`config.mk`:
```
export PLATFORM = sky130hd
export DESIGN_NAME = cs_mseq
export DESIGN_NICKNAME = d
export VERILOG_FILES = /design/src/rtl/cs_mseq.sv
export SDC_FILE = /design/constraint.sdc
export NUM_CORES = 1
export LEC_CHECK = 0
export BUFFER_PORTS_ARGS = -buffer_cell sky130_fd_sc_hd__clkbuf_2
export CELL_PAD_IN_SITES_DETAIL_PLACEMENT = 0
export CELL_PAD_IN_SITES_GLOBAL_PLACEMENT = 1
export CORE_ASPECT_RATIO = 0.75
export CORE_UTILIZATION = 30
export CTS_CLUSTER_DIAMETER = 150
export CTS_CLUSTER_SIZE = 40
export DETAILED_ROUTE_END_ITERATION = 10
export GPL_TIMING_DRIVEN = 0
export PLACE_DENSITY_LB_ADDON = 0.1
export SLEW_MARGIN = 15
export SYNTH_ARGS = -nofsm -noshare
export SYNTH_HDL_FRONTEND = slang
export SYNTH_SLANG_ARGS = --single-unit
```
`constraint.sdc`:
```
create_clock -name CS_MSEQ_CLOCK_50 -period 2.46 [get_ports CS_MSEQ_CLOCK_50]
set_input_delay 0.492 -clock CS_MSEQ_CLOCK_50 [delete_from_list [all_inputs] [get_ports CS_MSEQ_CLOCK_50]]
set_output_delay 0.492 -clock CS_MSEQ_CLOCK_50 [all_outputs]
set_load 0.02 [all_outputs]
```
`src/rtl/cs_mseq.sv`:
```
// Microsequencer: picks the next control-store address each cycle, and stalls
// the MIR while a memory access waits for its acknowledge (with a timeout trap).
module cs_mseq #(
    parameter int                          MSEQ_LENGTH_ADDR = 11,
    parameter int                          MSEQ_LENGTH_COND = 3,
    parameter int                          MSEQ_MEM_TIMEOUT = 16,
    parameter logic [MSEQ_LENGTH_ADDR-1:0] MSEQ_TRAP_ADDR   = 11'h7F0
) (
    input  logic                        CS_MSEQ_CLOCK_50,
    input  logic                        CS_MSEQ_RESET_InHigh,
    input  logic [MSEQ_LENGTH_COND-1:0] CS_MSEQ_COND_data_InBUS,
    input  logic [MSEQ_LENGTH_ADDR-1:0] CS_MSEQ_ADDRESS_data_InBUS,
    input  logic                        CS_MSEQ_RD_data_In,
    input  logic                        CS_MSEQ_WR_data_In,
    input  logic                        CS_MSEQ_N_In,
    input  logic                        CS_MSEQ_Z_In,
    input  logic                        CS_MSEQ_V_In,
    input  logic                        CS_MSEQ_C_In,
    input  logic [31:0]                 CS_MSEQ_IR_data_InBUS,
    input  logic                        CS_MSEQ_MEMACK_In,
    output logic [MSEQ_LENGTH_ADDR-1:0] CS_MSEQ_NEXTADDR_data_OutBUS,
    output logic [MSEQ_LENGTH_ADDR-1:0] CS_MSEQ_MPC_data_OutBUS,
    output logic                        CS_MSEQ_MIRload_OutLow,
    output logic                        CS_MSEQ_STALL_Out,
    output logic                        CS_MSEQ_ERROR_Out
);
    localparam int CW = $clog2(MSEQ_MEM_TIMEOUT + 1);

    typedef enum logic [1:0] {S_START, S_RUN, S_WAIT} state_t;

    state_t                      r_state;
    state_t                      w_state_nxt;
    logic [MSEQ_LENGTH_ADDR-1:0] r_mpc;
    logic [CW-1:0]               r_cnt;
    logic                        r_error;

    logic [MSEQ_LENGTH_ADDR-1:0] w_inc;
    logic [MSEQ_LENGTH_ADDR-1:0] w_decode;
    logic [MSEQ_LENGTH_ADDR-1:0] w_target;
    logic [MSEQ_LENGTH_ADDR-1:0] w_nextaddr;
    logic                        w_mem;
    logic                        w_timeout;
    logic                        w_load;
    logic                        w_trap;
    logic                        w_mirn;
    logic                        w_stall;
    logic                        w_unused_ir;

    assign w_inc       = r_mpc + MSEQ_LENGTH_ADDR'(1);
    assign w_decode    = MSEQ_LENGTH_ADDR'({1'b1, CS_MSEQ_IR_data_InBUS[31:30],
                                            CS_MSEQ_IR_data_InBUS[24:19], 2'b00});
    assign w_unused_ir = &{CS_MSEQ_IR_data_InBUS[29:25], CS_MSEQ_IR_data_InBUS[18:14],
                           CS_MSEQ_IR_data_InBUS[12:0]};
    // RD and WR together still form one handshake
    assign w_mem       = CS_MSEQ_RD_data_In | CS_MSEQ_WR_data_In;
    assign w_timeout   = (r_cnt >= CW'(MSEQ_MEM_TIMEOUT));

    always_comb begin
        w_target = w_inc;
        case (CS_MSEQ_COND_data_InBUS)
            3'b000: w_target = w_inc;
            3'b001: w_target = CS_MSEQ_N_In ? CS_MSEQ_ADDRESS_data_InBUS : w_inc;
            3'b010: w_target = CS_MSEQ_Z_In ? CS_MSEQ_ADDRESS_data_InBUS : w_inc;
            3'b011: w_target = CS_MSEQ_V_In ? CS_MSEQ_ADDRESS_data_InBUS : w_inc;
            3'b100: w_target = CS_MSEQ_C_In ? CS_MSEQ_ADDRESS_data_InBUS : w_inc;
            3'b101: w_target = CS_MSEQ_IR_data_InBUS[13] ? CS_MSEQ_ADDRESS_data_InBUS : w_inc;
            3'b110: w_target = CS_MSEQ_ADDRESS_data_InBUS;
            default: w_target = w_decode;
        endcase
    end

    always_ff @(posedge CS_MSEQ_CLOCK_50 or posedge CS_MSEQ_RESET_InHigh) begin
        if (CS_MSEQ_RESET_InHigh) r_state <= S_START;
        else                      r_state <= w_state_nxt;
    end

    always_comb begin
        w_state_nxt = r_state;
        case (r_state)
            S_START: w_state_nxt = S_RUN;
            S_RUN:   w_state_nxt = (w_mem && !CS_MSEQ_MEMACK_In) ? S_WAIT : S_RUN;
            S_WAIT:  w_state_nxt = (CS_MSEQ_MEMACK_In || w_timeout) ? S_RUN : S_WAIT;
            default: w_state_nxt = S_START;
        endcase
    end

    always_comb begin
        w_nextaddr = '0;
        w_mirn     = 1'b0;
        w_stall    = 1'b0;
        w_load     = 1'b0;
        w_trap     = 1'b0;
        case (r_state)
            S_START: w_load = 1'b1;
            S_RUN: begin
                if (w_mem && !CS_MSEQ_MEMACK_In) begin
                    w_nextaddr = r_mpc;
                    w_mirn     = 1'b1;
                    w_stall    = 1'b1;
                end else begin
                    w_nextaddr = w_target;
                    w_load     = 1'b1;
                end
            end
            S_WAIT: begin
                // acknowledge wins over a simultaneous timeout
                if (CS_MSEQ_MEMACK_In) begin
                    w_nextaddr = w_target;
                    w_load     = 1'b1;
                end else if (w_timeout) begin
                    w_nextaddr = MSEQ_TRAP_ADDR;
                    w_stall    = 1'b1;
                    w_load     = 1'b1;
                    w_trap     = 1'b1;
                end else begin
                    w_nextaddr = r_mpc;
                    w_mirn     = 1'b1;
                    w_stall    = 1'b1;
                end
            end
            default: w_load = 1'b1;
        endcase
    end

    always_ff @(posedge CS_MSEQ_CLOCK_50 or posedge CS_MSEQ_RESET_InHigh) begin
        if (CS_MSEQ_RESET_InHigh) begin
            r_mpc   <= '0;
            r_cnt   <= '0;
            r_error <= 1'b0;
        end else begin
            if (w_load) r_mpc <= w_nextaddr;
            if (w_state_nxt == S_WAIT)
                r_cnt <= (r_state == S_WAIT) ? r_cnt + CW'(1) : CW'(1);
            else
                r_cnt <= '0;
            if (w_trap) r_error <= 1'b1;
        end
    end

    assign CS_MSEQ_NEXTADDR_data_OutBUS = w_nextaddr;
    assign CS_MSEQ_MPC_data_OutBUS      = r_mpc;
    assign CS_MSEQ_MIRload_OutLow       = w_mirn;
    assign CS_MSEQ_STALL_Out            = w_stall;
    assign CS_MSEQ_ERROR_Out            = r_error;
endmodule

```
==> qor.csv <==
stage,metric,value,unit
power_and_ir_drop,Final Power,2740,µW
logic_synthesis,syn_area_per_cell,8.44,µm²
floorplanning,die footprint,6400,µm²
cts,CTS tree,done,
placement,Place WS,-0.393,ns
logic_synthesis,post-synthesis mux area share,0.00549,
sta,setup violators final,6,
logic_synthesis,register area share after synthesis,0.261,
logic_synthesis,Adder-Cell Fraction of Synth Area,0.0412,
global_routing,initial antenna violation count,0,
logic_synthesis,ys async rst share,1.00,
logic_synthesis,Post-synth top cells,"19 x dfrtp_1, 18 x a21oi_1, 18 x nor2_1",
floorplanning,Die Y,69.5,µm
logic_synthesis,Synth Net Count,277,
hold_path,worst hold path class,primary input to asynchronous set/reset pin,
sta,final period utilization,1.04,
logic_synthesis,Seq cells post-synth,19,
sta,Final Hold Vio Count,0,
power_and_ir_drop,Max IR drop VDD,0.000509,V
logic_synthesis,synth top area cells,"dfrtp_1 26%, a21oi_1 4.9%, ha_1 4.1%",
sta,RSZ-0062 raised after global routing,true,
final_layout,fraction of layout cells with a size suffix above 1,0.595,
detailed_routing,DRC,0,
final_layout,Final #Nets,378,
sta,clock skew,0.00180,ns
logic_synthesis,post-synthesis simple-gate area fraction,0.200,
final_layout,Area Growth Syn to Fin,71.4,%
logic_synthesis,Yosys top cell area share,0.261,
cts,number of H-tree levels,1,
critical_path,Setup crit start kind,primary input,
cts,hold buffer count at cts,0,
detailed_routing,Iteration-0 DRC Markers,163,
critical_path,Crit Path Class,primary input to output pin,
placement,I/O Buffers,56,
outcome,status,finished with violations,
critical_path,critical path arrival,2.07,ns
detailed_routing,drt first pass iters,4,
cts,Sink Count,19,
logic_synthesis,"Distinct cells, synth",64,
floorplanning,row count,24,
cts,CTS Buffer Depth,2,
cts,CTS root buffer,clkbuf_8,
placement,Area after DPL,2210,µm²
sta,fin worst setup slack,-0.0972,ns
sta,measured slew at the worst slew-check pin,0.752,ns
placement,RePlAce Congestion,0.793,
global_routing,total gr overflow,0,
logic_synthesis,"count leader, synth",dfrtp_1,
detailed_routing,wire length per cell,17.6,µm
run,max cap viols,0,
cts,CTS Buf Count,3,
sta,Max Freq,391,MHz
cts,clock-pin slew on the worst setup and hold paths,0.08,ns
outcome,failing checks,setup timing,
logic_synthesis,Ys Warns,0,
logic_synthesis,area fraction in compound gates after synthesis,0.376,
global_routing,first-pass GRT wire length,11000,µm
logic_synthesis,largest family of logic cells by synthesized area,compound AO/OA/AOI/OAI gates,
detailed_routing,Detailed Route WL,6930,µm
final_layout,Antenna diodes,0,
cts,Skew-Pair Late Insertion Delay,0.26,ns
floorplanning,CORE AREA,5830,µm²
sta,slew margin rel.,0.498,
critical_path,CP required,1.97,ns
logic_synthesis,Post-Synth XOR/XNOR Area,0.0432,
power_and_ir_drop,P_leak,0.00135,µW
floorplanning,# IOs,80,
critical_path,crit end category,output pin,
detailed_routing,Detail Route Antenna Nets,0,
logic_synthesis,Mapped Cells,216,
logic_synthesis,"Cell Area, Synth",1820,µm²
placement,Detail Placement HPWL,4540,µm
detailed_routing,DR vias/cell,5.49,
final_layout,"Core Util, Final",0.536,
global_routing,vias in the first global route,2089,
global_routing,gr usage total,0.216,
logic_synthesis,ys flop type,dfrtp_1,
floorplanning,Die W,92.0,µm
global_routing,largest net degree at the start of global routing,20,
logic_synthesis,post-synth top area cell,dfrtp_1,
critical_path,worst-path fanout max,8,
sta,max-slew violations,0,
floorplanning,initial core utilization,0.313,
final_layout,design area,3120,µm²
logic_synthesis,number of synthesized flops with an enable pin,0,
power_and_ir_drop,pwr dens,876,nW/µm²
detailed_routing,Via Count,2165,
sta,Tmin final,2.56,ns
[repair_timing]
action                     CTS  global route
resized for setup           83            48
pin swaps                   24            16
hold endpoints to repair     0             0
buffers inserted            32            10
cloned                       1             0
setup endpoints to repair   13            11
[metal layers]
metal | vias to the layer above | share of wire | track usage
li1 | 1031 | - | -
met1 | 1052 | 0.49 | 0.332
met2 | 76 | 0.44 | 0.326
met3 | 6 | 0.059 | 0.0384
met4 | 0 | 0.0072 | 0.0174
met5 | - | 0 | 0
[critical path: stages]
cell       delay [ns]
clkbuf_16        0.13
buf_8            0.13
or3_4            0.39
o311a_4          0.17
nand3_1          0.14
a221oi_4         0.09
o32ai_2          0.32
buf_4            0.19
[power breakdown]
group / switching, µW / leakage (µW) / total (µW) / internal (µW)
combinational: 1050 / 0.00109 / 1950 / 897
sequential: 150 / 0.000243 / 554 / 405
clock: 121 / 0.0000217 / 235 / 115
[registers in the layout (all words and copies together), names as in the netlist]
register,cells
r_state,2
r_cnt,5
CS_MSEQ_MPC_data_OutBUS,11
CS_MSEQ_ERROR_Out,1
[path summary, 6_finish.rpt]
check / startpoint / to / slack (ns) / cells past startpoint
setup / recovery: CS_MSEQ_COND_data_InBUS[1] / CS_MSEQ_NEXTADDR_data_OutBUS[7] / -0.1 / 8
hold / removal: CS_MSEQ_RESET_InHigh / CS_MSEQ_ERROR_Out / 0.33 / 2
setup reg to reg: r_state[0] / CS_MSEQ_MPC_data_OutBUS[8] / 0.37 / 9
hold reg to reg: CS_MSEQ_ERROR_Out / CS_MSEQ_ERROR_Out / 0.48 / 1
max in group asynchronous: CS_MSEQ_RESET_InHigh / r_state[1] / 1.61 / 2
min in group CS_MSEQ_CLOCK_50: CS_MSEQ_ERROR_Out / CS_MSEQ_ERROR_Out / 0.48 / 1
[kinds of logic (layout without fill, tap and decap cells)]
family	after synthesis	in the layout
flip-flops	19	19
multiplexers	1	1
AND/OR/NAND/NOR	67	67
adder cells (fa/ha/maj)	6	6
AO/OA/AOI/OAI	91	91
XOR/XNOR	9	9
buffers and inverters	23	123
[cell type report]
type	instances	area [µm²]
clock inverters	1	7.51
well taps	78	97.6
plain buffers	9	110
fillers	569	2700
multi-input cells	174	1590
clock buffers	3	41.3
flip-flops and latches	19	485
repair buffers	99	749
inverters	11	47.5
[placed cells by master, fill, tap and decap left out, types with 4 or more instances in the layout]
cell type,count
a21o_1,7
a21oi_1,12
a21oi_2,4
buf_4,41
buf_6,11
buf_8,4
clkbuf_2,42
clkbuf_8,9
dfrtp_1,11
dfrtp_2,8
ha_4,4
inv_1,8
nand2_1,8
nand3_1,9
nor2_1,15
o21ai_0,8
o21ai_2,5
xnor2_1,4
xor2_1,5
[stage by stage]
stage	setup TNS (ns)	cells	hold WS, ns
after floorplan	0	216	0.443
after global placement	-2.49	350	0.453
after detailed placement	-2.30	350	0.460
after CTS	-0.378	385	0.384
after global routing	-0.977	394	0.416
final	-0.312	394	0.326
Note: power is estimated with default switching activity, not from simulation.
